`src/rtl/vga_fb_pkg.sv`:
```
// rtl/vga_fb_pkg.sv - shared types and default geometry for the framebuffer arbiter
package vga_fb_pkg;

    localparam int FB_H_ACTIVE = 640;
    localparam int FB_V_ACTIVE = 480;
    localparam int FB_DEPTH    = FB_H_ACTIVE * FB_V_ACTIVE;
    localparam int FB_ADDR_W   = $clog2(FB_DEPTH);

    typedef logic [23:0] pixel_t;

    typedef enum logic {
        IDLE = 1'b0,
        FILL = 1'b1
    } fill_state_e;

    function automatic logic [7:0] pix_r(input pixel_t p);
        return p[23:16];
    endfunction

    function automatic logic [7:0] pix_g(input pixel_t p);
        return p[15:8];
    endfunction

    function automatic logic [7:0] pix_b(input pixel_t p);
        return p[7:0];
    endfunction

    function automatic pixel_t pix_pack(input logic [7:0] r, input logic [7:0] g, input logic [7:0] b);
        return {r, g, b};
    endfunction

endpackage

```
`src/rtl/vga_fb_fill_engine.sv`:
```
// rtl/vga_fb_fill_engine.sv - screen-clear engine: walks 0..DEPTH-1 writing one colour
module vga_fb_fill_engine
    import vga_fb_pkg::*;
#(
    parameter int DEPTH  = FB_DEPTH,
    parameter int ADDR_W = FB_ADDR_W,
    parameter int DATA_W = 24
) (
    input  logic              clk,
    input  logic              rstn,
    input  logic              start_i,
    input  logic              abort_i,
    input  logic [DATA_W-1:0] color_i,
    input  logic              grant_i,
    output logic              req_o,
    output logic [ADDR_W-1:0] addr_o,
    output logic [DATA_W-1:0] data_o,
    output logic              busy_o,
    output logic              done_o
);

    localparam logic [ADDR_W-1:0] LAST_ADDR = ADDR_W'(DEPTH - 1);

    fill_state_e       state_q;
    logic [ADDR_W-1:0] addr_q;
    logic [DATA_W-1:0] color_q;
    logic              done_q;

    // Abort suppresses the request so no write issues in the abort cycle.
    assign req_o  = (state_q == FILL) && !abort_i;
    assign addr_o = addr_q;
    assign data_o = color_q;
    assign busy_o = (state_q == FILL);
    assign done_o = done_q;

    always_ff @(posedge clk) begin
        if (!rstn) begin
            state_q <= IDLE;
            addr_q  <= '0;
            color_q <= '0;
            done_q  <= 1'b0;
        end else begin
            done_q <= 1'b0;
            case (state_q)
                IDLE: begin
                    if (start_i) begin
                        state_q <= FILL;
                        addr_q  <= '0;
                        color_q <= color_i;
                    end
                end
                FILL: begin
                    if (abort_i) begin
                        state_q <= IDLE;
                    end else if (grant_i) begin
                        if (addr_q == LAST_ADDR) begin
                            state_q <= IDLE;
                            done_q  <= 1'b1;
                        end else begin
                            addr_q <= addr_q + 1'b1;
                        end
                    end
                end
                default: state_q <= IDLE;
            endcase
        end
    end

endmodule

```
`src/rtl/vga_fb_arbiter.sv`:
```
// rtl/vga_fb_arbiter.sv - single-port framebuffer arbiter: display read > host write > fill
module vga_fb_arbiter
    import vga_fb_pkg::*;
#(
    parameter int H_ACTIVE = FB_H_ACTIVE,
    parameter int V_ACTIVE = FB_V_ACTIVE,
    parameter int DEPTH    = H_ACTIVE * V_ACTIVE,
    parameter int ADDR_W   = $clog2(DEPTH),
    parameter int DATA_W   = 24
) (
    input  logic              clk,
    input  logic              rstn,
    input  logic              rd_req,
    input  logic [ADDR_W-1:0] rd_addr,
    output logic              rd_valid,
    output logic [DATA_W-1:0] rd_data,
    input  logic              wr_valid,
    output logic              wr_ready,
    input  logic [ADDR_W-1:0] wr_addr,
    input  logic [DATA_W-1:0] wr_data,
    input  logic              fill_start,
    input  logic              fill_abort,
    input  logic [DATA_W-1:0] fill_color,
    output logic              fill_busy,
    output logic              fill_done,
    output logic [ADDR_W-1:0] ram_addr,
    output logic              ram_we,
    output logic [DATA_W-1:0] ram_wdata,
    input  logic [DATA_W-1:0] ram_rdata
);

    logic              rstn_q;
    logic              rd_p1_q, rd_p2_q;
    logic [DATA_W-1:0] rd_data_q;
    logic [ADDR_W-1:0] ram_addr_q, ram_addr_d;
    logic              ram_we_q, ram_we_d;
    logic [DATA_W-1:0] ram_wdata_q, ram_wdata_d;

    logic              wr_fire;
    logic              fill_req, fill_grant;
    logic [ADDR_W-1:0] fill_addr;
    logic [DATA_W-1:0] fill_data;

    vga_fb_fill_engine #(
        .DEPTH  (DEPTH),
        .ADDR_W (ADDR_W),
        .DATA_W (DATA_W)
    ) u_fill (
        .clk     (clk),
        .rstn    (rstn),
        .start_i (fill_start),
        .abort_i (fill_abort),
        .color_i (fill_color),
        .grant_i (fill_grant),
        .req_o   (fill_req),
        .addr_o  (fill_addr),
        .data_o  (fill_data),
        .busy_o  (fill_busy),
        .done_o  (fill_done)
    );

    // rstn_q keeps wr_ready low until the first edge out of reset.
    assign wr_ready   = rstn_q && !rd_req;
    assign wr_fire    = wr_valid && wr_ready;
    assign fill_grant = fill_req && !rd_req && !wr_fire;

    always_comb begin
        ram_addr_d  = ram_addr_q;
        ram_we_d    = 1'b0;
        ram_wdata_d = ram_wdata_q;
        if (rd_req) begin
            ram_addr_d = rd_addr;
        end else if (wr_fire) begin
            ram_addr_d  = wr_addr;
            ram_we_d    = 1'b1;
            ram_wdata_d = wr_data;
        end else if (fill_grant) begin
            ram_addr_d  = fill_addr;
            ram_we_d    = 1'b1;
            ram_wdata_d = fill_data;
        end
    end

    always_ff @(posedge clk) begin
        if (!rstn) begin
            rstn_q      <= 1'b0;
            rd_p1_q     <= 1'b0;
            rd_p2_q     <= 1'b0;
            rd_data_q   <= '0;
            ram_addr_q  <= '0;
            ram_we_q    <= 1'b0;
            ram_wdata_q <= '0;
        end else begin
            rstn_q      <= 1'b1;
            rd_p1_q     <= rd_req;
            rd_p2_q     <= rd_p1_q;
            rd_data_q   <= rd_p1_q ? ram_rdata : '0;
            ram_addr_q  <= ram_addr_d;
            ram_we_q    <= ram_we_d;
            ram_wdata_q <= ram_wdata_d;
        end
    end

    assign rd_valid  = rd_p2_q;
    assign rd_data   = rd_data_q;
    assign ram_addr  = ram_addr_q;
    assign ram_we    = ram_we_q;
    assign ram_wdata = ram_wdata_q;

endmodule

```
`config.mk`:
```
export PLATFORM = sky130hd
export DESIGN_NAME = vga_fb_arbiter
export DESIGN_NICKNAME = d
export VERILOG_FILES = /design/src/rtl/vga_fb_pkg.sv /design/src/rtl/vga_fb_fill_engine.sv /design/src/rtl/vga_fb_arbiter.sv
export SDC_FILE = /design/constraint.sdc
export NUM_CORES = 1
export LEC_CHECK = 0
export CAP_MARGIN = 25
export CORE_ASPECT_RATIO = 2
export CORE_MARGIN = 1
export CORE_UTILIZATION = 48
export DETAILED_ROUTE_END_ITERATION = 8
export PLACE_DENSITY_LB_ADDON = 0.3
export SYNTH_ARGS = -nofsm -noshare
export SYNTH_HDL_FRONTEND = slang
export SYNTH_SLANG_ARGS = --single-unit
export TNS_END_PERCENT = 20
```
`constraint.sdc`:
```
create_clock -name clk -period 4.9 [get_ports clk]
set_clock_uncertainty 0.05 [all_clocks]
set_input_delay 0.49 -clock clk [delete_from_list [all_inputs] [get_ports clk]]
set_output_delay 0.49 -clock clk [all_outputs]
set_load 0.01 [all_outputs]
```
==> results of run 1 <==
final cells by class:
type | instances | share of cell area, %
multi-input combinational | 407 | 31.85
inverter | 5 | 0.2497
timing repair buffer | 195 | 26.12
sequential | 116 | 30.90
clock inverter | 9 | 2.331
tap | 135 | 2.247
clock buffer | 22 | 6.309
worst reg2reg max path: stages (launching register included):
cell     delay, ns
dfxtp_1       0.81
nor3b_4       0.34
buf_4         0.44
or3_1         0.56
nand2_1       0.12
a21oi_1       0.18
metal layers:
metal / track usage, % / vias up / routed length (um)
met2: 50.69 / 236 / 7819
met5: 0 / - / 0
met1: 27.53 / 2292 / 5207
met3: 8.172 / 53 / 976
li1: - / 2356 / -
met4: 15.48 / 0 / 577
layout by cell type, fill, tap and decap left out, types with 3 or more instances in the layout:
| cell | n |
|---|---|
| nand3b_1 | 4 |
| buf_4 | 5 |
| a41oi_1 | 6 |
| bufinv_16 | 5 |
| a211oi_1 | 24 |
| clkbuf_8 | 3 |
| nand2_1 | 118 |
| nand2b_1 | 5 |
| and3_1 | 30 |
| inv_1 | 4 |
| nand3_1 | 14 |
| a311oi_1 | 7 |
| clkdlybuf4s50_1 | 187 |
| and2_1 | 5 |
| nor2_1 | 33 |
| o21ai_1 | 5 |
| clkbuf_16 | 17 |
| a21oi_1 | 50 |
| dfxtp_1 | 116 |
| nand4_1 | 4 |
| a31oi_1 | 6 |
| mux2i_1 | 44 |
| o21ai_0 | 23 |
through the flow:
| stage | power [uW] | hold WS, ns |
|---|---|---|
| floorplan | 1146 | 0.3860 |
| global placement | 1312 | 0.3925 |
| detailed placement | 1320 | 0.3981 |
| CTS | 2677 | 0.4070 |
| global route | 2746 | 0.4169 |
| finish | 2665 | 0.4036 |
flip-flops by register name (all words and copies together) (netlist names):
register,count
u_fill.busy_o,1
u_fill.done_o,1
u_fill.data_o,24
rd_valid,1
rstn_q,1
u_fill.addr_o,19
ram_wdata,24
rd_data,24
ram_addr,19
ram_we,1
rd_p1_q,1
logic make-up (layout without fill, tap and decap cells):
family	count (synthesis)	after routing	synth area share, %
compound gates	131	131	16.75
buf+inv	52	231	4.663
simple gates	230	230	22.20
fa+ha+maj	1	1	0.2534
xor+xnor	1	1	0.1774
flops	116	116	47.04
mux	44	44	8.920
report_power, final:
part / internal [uW] / switching (uW) / total (uW)
Combinational: 173 / 124 / 297
Clock: 937 / 420 / 1360
Sequential: 984 / 26.5 / 1010
Total: 2090 / 571 / 2660
how the worst min path moves through the flow:
stage,from,endpoint,slack (ns),cells past startpoint
3_3_place_gp,u_fill.data_o[11],u_fill.data_o[11],0.39,2
5_1_grt,u_fill.data_o[2],u_fill.data_o[2],0.42,2
4_1_cts,u_fill.data_o[20],u_fill.data_o[20],0.41,2
2_1_floorplan,u_fill.data_o[0],u_fill.data_o[0],0.39,2
6_report,u_fill.data_o[20],u_fill.data_o[20],0.40,2
3_5_place_dp,u_fill.data_o[20],u_fill.data_o[20],0.40,2
==> impl_metrics.toml, run 1 <==
[global_routing]
grt_pass1_wl_um = 23250
grt_pass1_vias = 5042
antenna_found_initial = 0
grt_max_degree = 49
grt_usage_pct = 28.17
grt_overflow = 0

[setup_path]
rr_endpoint = "ram_addr[17]"
r2r-start = "u_fill.busy_o"
critical_path_required_ns = 5.19
worstPathMaxFanout = 27
cp.arrival_ns = 2.84
path_depth = 5
critPathMaxStageDelay_ns = 0.81
crit_chain = "nor3b_4 -> buf_4 -> or3_1 -> nand2_1 -> a21oi_1"
crit_slowest_cell = "dfxtp_1"
worstSetupStartpoint = "u_fill.busy_o"
reg2reg_depth = 5
cp-start-kind = "flip-flop"
cp-end-kind = "flip-flop"
r2r_slack_ns = 2.35
path_class = "flip-flop to flip-flop"
critPathTopFamily = "simple AND/OR/NAND/NOR gates"
critical_path_buf_inv_count = 1
crit_path_end = "ram_addr[17]"

[synth]
async_reset_ff_share_pct = 0
syn_nets = 692
synth_cell_type_count = 46
ys_warn_count = 0
synthTopCellsByCount = "118 x nand2_1, 116 x dfxtp_1, 50 x a21oi_1"
synthTopCellsByArea = "dfxtp_1 47%, nand2_1 9.0%, mux2i_1 8.9%"
synth.most_common_cell = "nand2_1"
synth_top_area_share_pct = 47.03
synthCells = 575
synth_area_um2 = 4937
yosysTopAreaCell = "dfxtp_1"
syn_avg_cell_area_um2 = 8.586
synth-edff-count = 0
synth_top_flop_cell = "dfxtp_1"
synth_seq_area_share_pct = 47.03
yosys_register_bits = 116

[layout]
final_area_um2 = 7516
syn_to_final_growth_pct = 52.23
multi_input_area_um2 = 2394
seq_area_um2 = 2322
utilization_pct = 74.53
drive_above_1_share_pct = 6.366
layout.cells.non_filler = 889
fillers = 737
nNetsFinal = 859
n_antenna_cell = 0

[floorplan]
fp.dieH_um = 145.4
core_area_um2 = 10080
start_util_pct = 48.96
fp-row-count = 52
die_w_um = 73.72
ios = 188
die_area_um2 = 10720

[job]
maxCapViolCount = 0

[pwr]
p_leak_uw = 0.002788
ir_drop_v = 0.0002734
power_density_nw_per_um2 = 354.5

[clocking]
cts_buffer_depth = 2
cts_setup_buffers = 0
clock-sinks = 116
htree_num_levels = 4
cts-root-buf = "clkbuf_16"
cts-buffers-inserted = 17
tritoncts = "yes"
clkSlewWorstSetupHoldPaths_ns = 0.05
post_cts_resized = 0
clk_latency_ns = 0.41
cts_hold_buf = 0

[placed_design]
place_congestion = 0.8835
dpl-instance-area_um2 = 6828
place_inst = 856
numPortBuffers = 187
dp_hpwl_um = 10200
place_ws_ns = 1.889

[timing]
fin_crit_ns = 2.550
finalHoldViolCount = 0
slew_viol_final = 0
setup_tns_ns = 0
worstMarginPinSlew_ns = 1.013
finalSetupViolCount = 0
rsz0062_at_grt = "no"
slew_headroom_pct = 32.15
setup_ws_ns = 2.350
fin_crit_sh_pct = 52.03
timing.fmax_ghz = 0.3922

[detailed_routing]
totalWireLength_um = 14580
dr.pass1.iters = 6
via_count = 4937
viasPerCell = 5.553
drt-wirelength-per-cell_um = 16.40
drtIter0Drc = 318
route.detailed.drc = 0
drtAntennaViolNets = 0

[outcome]
status = "finished, final reports clean"

[worst_hold_path]
worstHoldPathType = "flip-flop to flip-flop"
Power figures use the tool's default switching activity.
==> run 2: changes to the inputs <==
- CORE_UTILIZATION: 48 -> 40
- clock period: 4.9 -> 2.2 ns (I/O delays scaled with it)
==> impl_metrics.toml, run 2 (synthesis results as in run 1) <==
[global_routing]
grt_max_degree = 48
grt_pass1_vias = 5144
grt_pass1_wl_um = 24250
grt_overflow = 0
antenna_found_initial = 0
grt_usage_pct = 24.74

[clocking]
cts_hold_buf = 0
clk_latency_ns = 0.41
clock-sinks = 116
cts-buffers-inserted = 17
htree_num_levels = 4
tritoncts = "yes"
cts_buffer_depth = 2
clkSlewWorstSetupHoldPaths_ns = 0.05
post_cts_resized = 0
cts_setup_buffers = 0
cts-root-buf = "clkbuf_16"

[detailed_routing]
drtAntennaViolNets = 0
drtIter0Drc = 222
via_count = 4997
totalWireLength_um = 15210
viasPerCell = 5.379
drt-wirelength-per-cell_um = 16.38
dr.pass1.iters = 5
route.detailed.drc = 0

[layout]
utilization_pct = 63.92
final_cell_mix = "187 x clkdlybuf4s50_1, 118 x nand2_1, 116 x dfxtp_1, 49 x a21oi_1, 44 x mux2i_1"
n_antenna_cell = 0
drive_above_1_share_pct = 10.10
layout_commonest_cell = "clkdlybuf4s50_1"
syn_to_final_growth_pct = 56.03
nNetsFinal = 887
layout.cells.non_filler = 929

[floorplan]
ios = 188
start_util_pct = 40.96
fp-row-count = 57
fp.dieH_um = 159.1
core_area_um2 = 12050
die_w_um = 80.56
die_area_um2 = 12820

[pwr]
finalPower_uw = 5728
power_density_nw_per_um2 = 743.6
ir_drop_v = 0.0007226
p_leak_uw = 0.002909

[timing]
slew_viol_final = 0
finalSetupViolCount = 0
fin_crit_sh_pct = 93.96
timing.fmax_ghz = 0.4838
finalHoldViolCount = 0
worstMarginPinSlew_ns = 0.5916
slew_headroom_pct = 60.51
fin_crit_ns = 2.067
rsz0062_at_grt = "no"

[placed_design]
numPortBuffers = 187
dp_hpwl_um = 10980
place_inst = 898
place_congestion = 0.9071

[job]
maxCapViolCount = 0

[setup_path]
worstPathMaxFanout = 8
path_class = "flip-flop to flip-flop"
critical_path_required_ns = 2.46
r2r_slack_ns = 0.13
cp.arrival_ns = 2.32
cp-end-kind = "flip-flop"
cp-start-kind = "flip-flop"

[outcome]
status = "finished, final reports clean"

[worst_hold_path]
worstHoldPathType = "input pin to flip-flop"
==> run 2: changes by cell type in the layout (fill, tap and decap cells not counted), sizes merged <==
| cell | previous run | this run |
|---|---|---|
| clkinv | 2 | 3 |
| buf | 8 | 36 |
| bufinv | 5 | 3 |
| clkinvlp | 2 | 3 |
==> run 2: cell type report <==
type                            count  area, um^2
Fill cell                        1036        4349
Timing Repair Buffer              223        2171
Sequential cell                   116        2322
Inverter                            5       18.77
Clock inverter                      9       127.6
Clock buffer                       22       474.2
Tap cell                          147       183.9
Multi-Input combinational cell    407        2406
==> run 2: worst paths after layout <==
check,startpoint,endpoint,cells after the start
worst min-delay path,fill_color[19],u_fill.data_o[19],3
worst max-delay path,u_fill.addr_o[1],u_fill.addr_o[3],6
worst min register to register,ram_addr[3],ram_addr[3],2
worst max register to register,u_fill.addr_o[1],u_fill.addr_o[3],6
==> run 2: worst max-delay path, stage by stage, from the launching register on <==
cell	delay [ns]
dfxtp_1	0.34
ha_1	0.24
and3_1	0.27
nand4_4	0.14
o21ai_4	0.30
nand2b_1	0.27
a311oi_1	0.34
==> run 2: per-layer routing <==
layer	vias up	global-route usage [%]	routed length, um
met5	-	0	0
met2	186	45.69	8313
met4	0	14.04	663
met1	2355	23.52	5336
met3	47	6.476	900
li1	2409	-	-
==> run 2: where the power goes <==
part | internal (uW) | total (uW) | switching, uW
combinational | 399 | 687 | 288
sequential | 2190 | 2240 | 48.3
clock | 1860 | 2800 | 947
==> run 2: stage by stage <==
stage               setup slack [ns]  hold WS (ns)  TNS (ns)  area, um^2
floorplan                     0.2578        0.1977         0        4937
global placement            0.002372        0.3867         0        7081
detailed placement          -0.08970        0.3975   -0.1545        7092
CTS                          0.02170        0.2911         0        7694
global route                 0.02220        0.3125         0        7704
finish                        0.1328        0.3040         0        7704
==> variant, RTL diff (settings of run 1) <==
Set the package constant `FB_V_ACTIVE` to 1920 (it was 480).
--- a/src/rtl/vga_fb_pkg.sv
+++ b/src/rtl/vga_fb_pkg.sv
@@ -3,5 +3,5 @@
 
     localparam int FB_H_ACTIVE = 640;
-    localparam int FB_V_ACTIVE = 480;
+    localparam int FB_V_ACTIVE = 1920;
     localparam int FB_DEPTH    = FB_H_ACTIVE * FB_V_ACTIVE;
     localparam int FB_ADDR_W   = $clog2(FB_DEPTH);
Ports: changed (resized ram_addr, rd_addr and wr_addr); port bits go from 188 to 194. No check against the original RTL was run, so the function may have changed too.
==> variant against run 1 <==
Synthesized area grew 3.8%. Sequential cell count grew 4. Final area grew 3.6%. Power grew 1.7%. Sequential share of layout area is essentially flat. Critical path type unchanged. Setup slack lost 180 ps. Die area grew 3.7%. Routed wire length grew 3.4%. Critical endpoint is now u_fill.addr_o[9]. Clock power is essentially flat.
==> variant: results (changes against run 1) <==
Global route
  • Vias in the first global route: 5,031 (was 5,042)
  • First-pass GRT wire length: 23,700 um (was 23,200 um)
  • Total track usage: 0.278 (was 0.282)
  • Pin count of the biggest net entering global routing: 71 (was 49)

Worst setup path
  • CP startpoint: u_fill.addr_o[0] (was u_fill.busy_o)
  • Worst reg2reg endpoint: u_fill.addr_o[9] (was ram_addr[17])
  • Critical Path Fanout Max: 19 (was 27)
  • R2r worst-path depth: 6 (was 5)
  • Reg2Reg Setup Slack: 2170 ps (was 2350 ps)
  • CP Data Arrival Time: 2980 ps (was 2840 ps)

Cells and area
  • Share of cells above drive strength 1: 0.0701 (was 0.0637)
  • Nets@finish: 893 (was 859)

Place
  • DP Wirelength: 10,500 um (was 10,200 um)
  • Buffers on Ports: 193 (was 187)
  • Placed Area: 7090 sq um (was 6830 sq um)
  • Placer Congestion: 0.931 (was 0.884)

Synth
  • Yosys warns: 0 (unchanged)
  • Synth top cells by count: 126 x nand2_1, 120 x dfxtp_1, 56 x a21oi_1 (was 118 x nand2_1, 116 x dfxtp_1, 50 x a21oi_1)
  • Syn_nets: 718 (was 692)
  • Sequential share of the synthesized area: 0.469 (was 0.470)
  • Synth cell types: 53 (was 46)

Run status
  • Status: finished clean (unchanged)

Route
  • Vias: 5,101 (was 4,937)
  • First DRT Iteration DRCs: 329 (was 318)
  • WL per Instance: 16.3 um (was 16.4 um)
  • TritonRoute pass-1 iters: 5 (was 6)

Power and ir drop
  • Maximum vdd drop: 0.000284 V (was 0.000273 V)

Timing
  • Tightest Pin Transition: 748 ps (was 1010 ps)

Hold path
  • Min-delay src: u_fill.data_o[4] (was u_fill.data_o[20])
## variant: how the worst min path moves through the flow
| stage | depth (start not counted) | endpoint | slack (ps) |
|---|---|---|---|
| finish | 2 | u_fill.data_o[4] | 400 |
| global route | 2 | ram_addr[18] | 420 |
| CTS | 2 | u_fill.data_o[4] | 400 |
| detailed placement | 2 | u_fill.data_o[4] | 400 |
| global placement | 2 | ram_addr[15] | 390 |
| floorplan | 2 | u_fill.data_o[0] | 390 |
## variant: power breakdown
group | internal (W) | switching, W | total (W)
logic | 0.000176 | 0.000132 | 0.000308
clock network | 0.000928 | 0.000434 | 0.00136
registers | 0.00102 | 0.0000240 | 0.00104
total | 0.00212 | 0.000590 | 0.00271
## variant: through the flow
stage / setup WS, ps / utilization / hold WS, ps / std cells
floorplan: 2890 / - / 386 / 597
global placement: 1890 / 0.677 / 388 / 888
detailed placement: 1800 / 0.677 / 398 / 888
CTS: 2190 / 0.739 / 405 / 920
global route: 2010 / 0.743 / 425 / 922
finish: 2170 / 0.743 / 404 / 922
## variant: kinds of logic after synthesis
kind of cell,share of synthesized area
and+or+nand+nor,0.215
AOI/OAI and AO/OA,0.179
DFF,0.469
buffers and inverters,0.0456
muxes,0.0898
adders and majority gates,0.00244
## variant: area by class of cell
type,count,area [sq um]
clock inverters,12,198
multi-input cells,424,2500
well taps,137,171
inverters,6,22.5
repair buffers,203,2030
flip-flops and latches,120,2400
clock buffers,20,457
fillers,804,2690
## variant: critical path, cell delays in order (launching register included)
cell      delay, ps
dfxtp_1         460
ha_1            310
nand4_4         180
nor4_4          500
a21o_1          580
nand2_2         220
a311oi_1        320
## variant: metal layers
layer  wire, um  track usage
met2       8030        0.491
met4        422        0.131
met1       5540        0.287
met3       1080       0.0833
met5          0            0
